## src/rtl/vram_arbiter_pkg.sv

```systemverilog
// Shared constants and types for the VRAM time-slot arbiter.
// Provides bus widths, slot encodings, the CPU FSM state type and the ink-table base.
package vram_arb_pkg;

  localparam int ADDR_W = 15;
  localparam int DATA_W = 8;

  localparam logic SLOT_VID = 1'b0;
  localparam logic SLOT_CPU = 1'b1;

  typedef enum logic [1:0] {
    IDLE = 2'd0,
    PEND = 2'd1,
    DONE = 2'd2
  } cpu_state_e;

  localparam logic [ADDR_W-1:0] INK_BASE = 15'h7D00;

endpackage

```

## src/rtl/vram_arbiter_if.sv

```systemverilog
// CPU-side request/acknowledge bus into the VRAM arbiter.
// The master modport is the CPU bus bridge; the slave modport is the arbiter.
interface vram_arbiter_if #(
  parameter int ADDR_W = 15,
  parameter int DATA_W = 8
);

  logic              cpu_req;
  logic              cpu_we;
  logic [ADDR_W-1:0] cpu_addr;
  logic [DATA_W-1:0] cpu_wdata;
  logic              cpu_ack;
  logic [DATA_W-1:0] cpu_rdata;

  modport master (
    output cpu_req, cpu_we, cpu_addr, cpu_wdata,
    input  cpu_ack, cpu_rdata
  );

  modport slave (
    input  cpu_req, cpu_we, cpu_addr, cpu_wdata,
    output cpu_ack, cpu_rdata
  );

endinterface

```

## src/rtl/vram_arbiter.sv

```systemverilog
// Time-slot arbiter for the single-port VRAM: even cycles feed video scan-out, odd cycles serve the CPU.
// Optional VRAM_ARB_BLANK_BOOST_EN hands idle video slots to the CPU while vid_blank is high.
module vram_arbiter #(
  parameter int ADDR_W = vram_arb_pkg::ADDR_W,
  parameter int DATA_W = vram_arb_pkg::DATA_W
) (
  input  logic              clk,
  input  logic              rst_n,
  input  logic [ADDR_W-1:0] vid_addr,
  input  logic              vid_blank,
  output logic [DATA_W-1:0] vid_data,
  vram_arbiter_if.slave     cpu,
  output logic [ADDR_W-1:0] ram_addr,
  output logic              ram_we,
  output logic [DATA_W-1:0] ram_wdata,
  input  logic [DATA_W-1:0] ram_rdata
);

  import vram_arb_pkg::*;

  logic              phase_q;
  cpu_state_e        state_q, state_d;
  logic              vidRead_q;
  logic              isRead_q;
  logic [DATA_W-1:0] vidData_q;
  logic [DATA_W-1:0] cpuRdata_q;

  logic boost;
  logic cpuIssue;
  logic vidSlotUsed;

`ifdef VRAM_ARB_BLANK_BOOST_EN
  assign boost = (phase_q == SLOT_VID) && vid_blank && (state_q == IDLE) && cpu.cpu_req;
`else
  logic unusedBlank;
  assign boost       = 1'b0;
  assign unusedBlank = vid_blank;
`endif

  assign vidSlotUsed = (phase_q == SLOT_VID) && !boost;
  assign cpuIssue    = (state_q == IDLE) && cpu.cpu_req && ((phase_q == SLOT_CPU) || boost);

  always_comb begin
    state_d = state_q;
    case (state_q)
      IDLE:    if (cpuIssue) state_d = PEND;
      PEND:    state_d = DONE;
      DONE:    state_d = IDLE;
      default: state_d = IDLE;
    endcase
  end

  // Read data arrives one cycle after the address, so both capture paths look at the previous slot.
  always_ff @(posedge clk or negedge rst_n) begin
    if (!rst_n) begin
      phase_q    <= SLOT_VID;
      state_q    <= IDLE;
      vidRead_q  <= 1'b0;
      isRead_q   <= 1'b0;
      vidData_q  <= '0;
      cpuRdata_q <= '0;
    end else begin
      phase_q   <= ~phase_q;
      state_q   <= state_d;
      vidRead_q <= vidSlotUsed;
      if (vidRead_q) vidData_q <= ram_rdata;
      if (cpuIssue) isRead_q <= !cpu.cpu_we;
      if ((state_q == PEND) && isRead_q) cpuRdata_q <= ram_rdata;
    end
  end

  // RAM controls are forced low while reset is held so no stray write reaches the macro.
  assign ram_addr  = !rst_n ? '0 : (vidSlotUsed ? vid_addr : cpu.cpu_addr);
  assign ram_we    = rst_n && cpuIssue && cpu.cpu_we;
  assign ram_wdata = !rst_n ? '0 : cpu.cpu_wdata;

  assign vid_data      = vidData_q;
  assign cpu.cpu_ack   = (state_q == DONE);
  assign cpu.cpu_rdata = cpuRdata_q;

endmodule
```

## src/flat_wrapper.sv

```systemverilog
// flat-port wrapper written by rule: the top's interface ports become plain ports
module vram_arbiter_flat import vram_arb_pkg::*;
#(
  parameter int ADDR_W = vram_arb_pkg::ADDR_W,
  parameter int DATA_W = vram_arb_pkg::DATA_W
)
  (clk, rst_n, vid_addr, vid_blank, vid_data, ram_addr, ram_we, ram_wdata, ram_rdata, cpu_cpu_req, cpu_cpu_we, cpu_cpu_addr, cpu_cpu_wdata, cpu_cpu_ack, cpu_cpu_rdata);
  vram_arbiter_if #(.ADDR_W(ADDR_W), .DATA_W(DATA_W)) cpu_i ();
  input  logic clk;
  input  logic rst_n;
  input  logic [ADDR_W-1:0] vid_addr;
  input  logic vid_blank;
  output logic [DATA_W-1:0] vid_data;
  output logic [ADDR_W-1:0] ram_addr;
  output logic ram_we;
  output logic [DATA_W-1:0] ram_wdata;
  input  logic [DATA_W-1:0] ram_rdata;
  input wire logic [$bits(cpu_i.cpu_req)-1:0] cpu_cpu_req;
  input wire logic [$bits(cpu_i.cpu_we)-1:0] cpu_cpu_we;
  input wire logic [$bits(cpu_i.cpu_addr)-1:0] cpu_cpu_addr;
  input wire logic [$bits(cpu_i.cpu_wdata)-1:0] cpu_cpu_wdata;
  output wire logic [$bits(cpu_i.cpu_ack)-1:0] cpu_cpu_ack;
  output wire logic [$bits(cpu_i.cpu_rdata)-1:0] cpu_cpu_rdata;
  assign cpu_i.cpu_req = cpu_cpu_req;
  assign cpu_i.cpu_we = cpu_cpu_we;
  assign cpu_i.cpu_addr = cpu_cpu_addr;
  assign cpu_i.cpu_wdata = cpu_cpu_wdata;
  assign cpu_cpu_ack = cpu_i.cpu_ack;
  assign cpu_cpu_rdata = cpu_i.cpu_rdata;
  vram_arbiter #(.ADDR_W(ADDR_W), .DATA_W(DATA_W)) u_core (.clk(clk), .rst_n(rst_n), .vid_addr(vid_addr), .vid_blank(vid_blank), .vid_data(vid_data), .cpu(cpu_i), .ram_addr(ram_addr), .ram_we(ram_we), .ram_wdata(ram_wdata), .ram_rdata(ram_rdata));
endmodule
```

## config.mk

```make
export PLATFORM = sky130hd
export DESIGN_NAME = vram_arbiter_flat
export DESIGN_NICKNAME = d
export VERILOG_FILES = /design/src/rtl/vram_arbiter_pkg.sv /design/src/rtl/vram_arbiter_if.sv /design/src/rtl/vram_arbiter.sv /design/src/flat_wrapper.sv
export SDC_FILE = /design/constraint.sdc
export NUM_CORES = 1
export LEC_CHECK = 0
export CORE_MARGIN = 1
export CORE_UTILIZATION = 61
export DETAILED_ROUTE_END_ITERATION = 8
export DONT_BUFFER_PORTS = 1
export GPL_ROUTABILITY_DRIVEN = 0
export GPL_TIMING_DRIVEN = 0
export PLACE_DENSITY_LB_ADDON = 0.2
export RECOVER_POWER = 25
export SKIP_LAST_GASP = 1
export SLEW_MARGIN = 20
export SYNTH_ARGS = -nofsm -noshare
export SYNTH_HDL_FRONTEND = slang
export SYNTH_SLANG_ARGS = --single-unit
```

## constraint.sdc

```tcl
create_clock -name clk -period 1.3 [get_ports clk]
set_input_delay 0.325 -clock clk [delete_from_list [all_inputs] [get_ports clk]]
set_output_delay 0.325 -clock clk [all_outputs]
set_load 0.02 [all_outputs]
```

==> results_dict.tcl, run 1 <==
set metrics [dict create \
    ys_types 14 \
    p_sw_uw 473.1 \
    syn_inst 87 \
    numCtsBuffers 3 \
    initial_utilization_pct 65.29 \
    fin_ws_ps -372.1 \
    pwr-share-seq_pct 59.1 \
    yosysTopAreaCell "dfrtp_1" \
    cp-start-kind "register" \
    fin_setup_tns_ps -5577 \
    grt_use_total_pct 22.70 \
    power.internal_mw 1.017 \
    die_area_mm2 0.002024 \
    num_vias 698 \
    arrival_ps 1350 \
    grt_pass1_vias 698 \
    fin_crit_ps 1672 \
    report.final.slew_viol_count 0 \
    fmax_ghz 0.5981 \
    cts_buffer_depth 2 \
    synth-simple-area-share_pct 17.76 \
    ys_top_cells_by_count "20 x dfrtp_1, 16 x mux2i_1, 16 x nor2b_1" \
    synth_nets 138 \
    ant_nets 0 \
    ys_seq_elements 20 \
    antenna_found_initial 0 \
    worst_slew_pin_slew_ps 1040 \
    final_area_mm2 0.001406 \
    seq_area_um2 500.5 \
    drive_above_1_share_pct 57.00 \
    total_power_mw 1.490 \
    p_clk_share_pct 23.3 \
    seq_area_frac_synth_pct 44.40 \
    hold_class "in2reg" \
    crit_path_end_kind "output pin" \
    yosysMostFrequentCell "dfrtp_1" \
    wl_per_cell_um 19.56 \
    routed_wl_um 2445 \
    fin_util_pct 81.45 \
    design.core.area_mm2 0.001727 \
    slowest_stage "dfrtp_1" \
    portBuffers 0 \
    clkTransAtPathRegs_ps 110 \
    maxSlewHeadroom_pct 30.68 \
    drtPass1Iterations 4 \
    leakagePower_nw 0.7089 \
    cts_max_level 1 \
    critPathMaxFanout 6 \
    fillCellCount 101 \
    synthArstFlopShare_pct 100.0 \
    combPwrFrac_pct 17.7 \
    rsz0062_at_grt "true" \
    synthXorXnorAreaFrac_pct 0 \
    placed_cell_area_mm2 0.001187 \
    synth_top_family_by_area "multiplexers" \
    p_sw_share_pct 31.76 \
    die_y_um 44.99 \
    drv_cap 0 \
    hpwlAfterDp_um 1543 \
    synth-compound-area-share_pct 0 \
    cts_sinks 20 \
    status "finished with violations" \
    globalRoute.totalOverflow 0 \
    hold_violations 0 \
    area_growth_pct 24.75 \
    n_antenna_cell 0 \
    drc 0 \
    min_period_over_period_pct 128.6 \
    grt_pass1_wl_um 3256 \
    critical_path.cell_chain "buf_6 > buf_16 > mux2i_1 > nor2b_2" \
    synthAdderAreaFrac_pct 0 \
    cts_root_buf "clkbuf_4" \
    fp-row-count 15 \
    setup_viol 17 \
    synth_enable_flop_cells 0 \
    ir_worst_vdd_mv 1.024 \
    criticalPathCategory "reg2out" \
    syn_avg_cell_area_um2 12.96 \
    synthFlopType "dfrtp_1" \
    clock_skew_ps 8.506 \
    synth_area_mm2 0.001127 \
    ios 92 \
    violations "setup timing" \
    power_density_mw_per_mm2 1059 \
    finalNonFillerCells 125 \
    synth_top_area_share_pct 44.40 \
    muxShareOfSynthArea_pct 32.85 \
    grt_max_degree 21 \
    vias_per_cell 5.584 \
    place_inst 112 \
    synthTopCellsByArea "dfrtp_1 44%, mux2i_1 14%, mux2_4 11%" \
    die_width_um 44.99 \
    multi_input_area_um2 684.4 \
    max_stage_delay_ps 390 \
    insertion_delay_ps 290 \
    ys.warnings.count 0 \
    finalNetCount 152 \
    first_iter_violations 2 \
    cp.required_ps 980 \
    cts_tree "done" \
]
[metal layers]
| layer | global-route usage, % | part of all wire [%] | vias to the layer above |
|---|---|---|---|
| met5 | 0 | 0 | - |
| li1 | - | - | 321 |
| met4 | 3.636 | 0.25 | 0 |
| met3 | 7.600 | 8.2 | 2 |
| met2 | 38.84 | 54 | 46 |
| met1 | 28.35 | 38 | 329 |
[cells in the final DEF (no fill, tap or decap), drive strengths merged]
master / count
mux2: 16
and2b: 1
dfrtp: 20
nor2b: 16
and3: 1
inv: 2
buf: 10
and2: 8
clkbuf: 8
and4bb: 1
nand3b: 1
mux2i: 16
[path summary, 6_finish.rpt]
check                                 from  slack [ps]                      end  cells past startpoint
max                         u_core.phase_q        -370             ram_addr[11]                      4
min                             cpu_cpu_we         110          u_core.isRead_q                      1
max reg2reg                 u_core.phase_q          30       u_core.vid_data[5]                      4
min reg2reg                u_core.isRead_q         580          u_core.isRead_q                      2
max in group asynchronous            rst_n         490  u_core.cpu.cpu_rdata[2]                      1
min in group asynchronous            rst_n         180       u_core.vid_data[3]                      1
[flip-flops by register name (all words and copies together) (netlist names)]
register / count
u_core.cpu.cpu_rdata: 8
u_core.vid_data: 8
u_core.state_q: 2
u_core.isRead_q: 1
u_core.phase_q: 1
[worst max-delay path, delay by kind of cell (launching register included)]
family	cells	cell delay, ps
flops	1	390
buf+inv	2	290
mux	1	130
simple gates	1	240
[power groups by stage]
stage          Combinational [mW]  Clock, mW  Sequential (mW)
5_1_grt                     0.280      0.383            0.890
3_5_place_dp                0.217          0            0.894
2_1_floorplan               0.199          0            0.875
3_3_place_gp                0.207          0            0.889
6_report                    0.263      0.347            0.880
4_1_cts                     0.247      0.363            0.882
[logic make-up (layout without fill, tap and decap cells)]
logic type	count (synthesis)	after routing
simple gates	28	28
flops	20	20
mux	32	32
buf+inv	7	20
[final cells by class]
class / count / share of cell area, %
Tap cell: 25 / 2.224
Buffer: 5 / 4.181
Timing Repair Buffer: 9 / 6.228
Clock buffer: 4 / 2.580
Multi-Input combinational cell: 60 / 48.67
Sequential cell: 20 / 35.59
Inverter: 2 / 0.5338
[stage by stage]
stage                     hold WS [ps]  worst slack, ps
final                            106.1           -372.1
after global routing             83.41           -429.8
after CTS                        94.22           -370.5
after detailed placement         29.72           -40.83
after global placement           29.76           -29.82
after floorplan                  29.41           -1.115
[repair_timing]
action	4_1_cts	5_1_grt
setup buffers	5	2
endpoints found under the setup margin	17	26
hold buffers	1	0
hold endpoints to repair	20	0
gates resized for setup	11	18
cloned	1	0
pin swaps	2	2
(Power assumes the default switching activity.)
==> inputs of run 2 (changes only) <==
--- a/config.mk
+++ b/config.mk
@@ -5,10 +5,10 @@
 export SDC_FILE = /design/constraint.sdc
 export NUM_CORES = 1
 export LEC_CHECK = 0
+export BUFFER_PORTS_ARGS = -buffer_cell sky130_fd_sc_hd__buf_2
 export CORE_MARGIN = 1
-export CORE_UTILIZATION = 61
+export CORE_UTILIZATION = 38
 export DETAILED_ROUTE_END_ITERATION = 8
-export DONT_BUFFER_PORTS = 1
 export GPL_ROUTABILITY_DRIVEN = 0
 export GPL_TIMING_DRIVEN = 0
 export PLACE_DENSITY_LB_ADDON = 0.2
==> run 2 against run 1 <==
Net effect:
- the run still ends with setup timing left
- count of clock-buffer cells in the layout unchanged
- clock power about the same
- wire length is 20% higher
- non-clock buffer count grew 89
- power is 12% higher
- register-to-register slack got worse by 90 ps
- clock skew fell by 7.6 ps
- final cell count rose by 76%
- critical path type unchanged
==> results_dict.tcl, run 2 (synthesized netlist as in run 1, its figures left out) <==
set metrics [dict create \
    power.internal_mw 1.157 \
    num_vias 1031 \
    clock_skew_ps 0.9185 \
    setup_viol 33 \
    rrSetupSlack_ps -60 \
    cp_common_cell "buf_6" \
    wl_met3_um 200 \
    worst-r2r-cell-count 4 \
    hpwlAfterDp_um 2062 \
    min_period_over_period_pct 131.9 \
    routed_wl_um 2924 \
    ios 92 \
    pre_cts_ws_ps -508.0 \
    max_stage_delay_ps 380 \
    first_iter_violations 28 \
    fin_crit_ps 1714 \
    wl_met2_um 1576 \
    crit_family "buffers and inverters" \
    highest_layer "met4" \
    reg2reg_from "u_core.phase_q" \
    cp-start-kind "register" \
    total_power_mw 1.675 \
    slowest_stage "dfrtp_1" \
    ant_nets 0 \
    p_sw_uw 518.4 \
    hold_path_depth 2 \
    power_density_mw_per_mm2 900.3 \
    criticalPathCategory "reg2out" \
    fp-row-count 19 \
    report.final.slew_viol_count 0 \
    globalRoute.totalOverflow 0 \
    final_common_cell "buf_2" \
    final_cell_mix "74 x buf_2, 20 x dfrtp_1, 13 x mux2i_1, 12 x buf_6, 11 x nor2b_2" \
    cts_buffer_depth 2 \
    die_y_um 56.47 \
    p_sw_share_pct 30.95 \
    insertion_delay_ps 290 \
    fmax_ghz 0.5833 \
    grt_use_total_pct 17.77 \
    drive_above_1_share_pct 73.02 \
    min-delay-start "cpu_cpu_we" \
    initial_utilization_pct 40.53 \
    holdPathEnd "u_core.isRead_q" \
    cts_max_level 1 \
    cts_root_buf "clkbuf_4" \
    drc 0 \
    antenna_found_initial 0 \
    hold_violations 0 \
    hold_class "in2reg" \
    p_clk_share_pct 20.5 \
    rsz0062_at_grt "true" \
    wl_per_cell_um 13.29 \
    die_width_um 56.47 \
    clkTransAtPathRegs_ps 100 \
    fin_ws_ps -414.3 \
    leakagePower_nw 1.092 \
    numCtsBuffers 3 \
    worst_slew_pin_slew_ps 1027 \
    status "finished with violations" \
    violations "setup timing" \
    cp.buffers_inverters 3 \
    arrival_ps 1390 \
    portBuffers 90 \
    design.core.area_mm2 0.002781 \
    combPwrFrac_pct 34.3 \
    drtPass1Iterations 2 \
    critPathMaxFanout 6 \
    grt_pass1_wl_um 4416 \
    finalNetCount 241 \
    timing.rr.end "u_core.vid_data[7]" \
    maxSlewHeadroom_pct 31.51 \
    ir_worst_vdd_mv 0.9314 \
    grt_pass1_vias 981 \
    crit_path_end_kind "output pin" \
    vias_per_cell 4.686 \
    critical_path.cell_chain "buf_6 > buf_12 > mux2i_2 > nor2b_2 > buf_6" \
    n_antenna_cell 0 \
    die_area_mm2 0.003188 \
    area_growth_pct 65.04 \
    cp.required_ps 980 \
    pwr-share-seq_pct 45.2 \
    drv_cap 0 \
    cts_tree "done" \
    met1_length_um 1089 \
    whs_ps 217.9 \
    grt_max_degree 21 \
    cts_sinks 20 \
]
==> run 2: power groups by stage <==
stage | clock (mW) | sequential, mW | combinational (mW)
2_1_floorplan | 0 | 0.875 | 0.199
3_3_place_gp | 0 | 0.763 | 0.524
3_5_place_dp | 0 | 0.770 | 0.536
4_1_cts | 0.358 | 0.758 | 0.586
5_1_grt | 0.382 | 0.769 | 0.608
6_report | 0.344 | 0.756 | 0.575
==> run 2: area by class of cell <==
class,count,area [um^2]
Timing Repair Buffer,98,599.3
Buffer,5,63.81
Multi-Input combinational cell,60,614.3
Tap cell,31,38.79
Clock buffer,4,36.28
Inverter,2,7.507
Fill cell,219,920.9
Sequential cell,20,500.5
==> run 2: what timing repair did <==
item | in CTS | in global routing
pin swaps | 2 | 0
gates cloned | 1 | 0
setup buffers | 4 | 2
setup endpoints to repair | 25 | 37
hold endpoints to repair | 20 | 0
resized for setup | 37 | 5
hold buffers | 1 | 0
==> run 2: metrics by stage <==
| stage | instances | area (um^2) | utilization [%] | TNS (ps) |
|---|---|---|---|---|
| final | 220 | 1861 | 66.89 | -6342 |
| after CTS | 218 | 1863 | 66.98 | -6013 |
| after global placement | 208 | 1645 | 59.15 | -8728 |
| after detailed placement | 208 | 1645 | 59.15 | -9740 |
| after global routing | 220 | 1861 | 66.89 | -8020 |
| after floorplan | 87 | 1156 | - | -1.115 |
==> run 2: worst max-delay path by stage <==
stage                         startpoint            to  cells after the start
after CTS                 u_core.phase_q   ram_addr[3]                      5
after detailed placement           rst_n   ram_addr[6]                      4
after global placement             rst_n   ram_addr[3]                      4
after floorplan           u_core.phase_q  ram_addr[13]                      4
final                     u_core.phase_q   ram_addr[3]                      5
after global routing      u_core.phase_q   ram_addr[3]                      5
==> run 2: routing by layer <==
metal,GRT usage [%],vias up
li1,-,498
met1,20.27,477
met2,33.61,50
met3,1.843,6
met4,6.620,0
met5,0,-
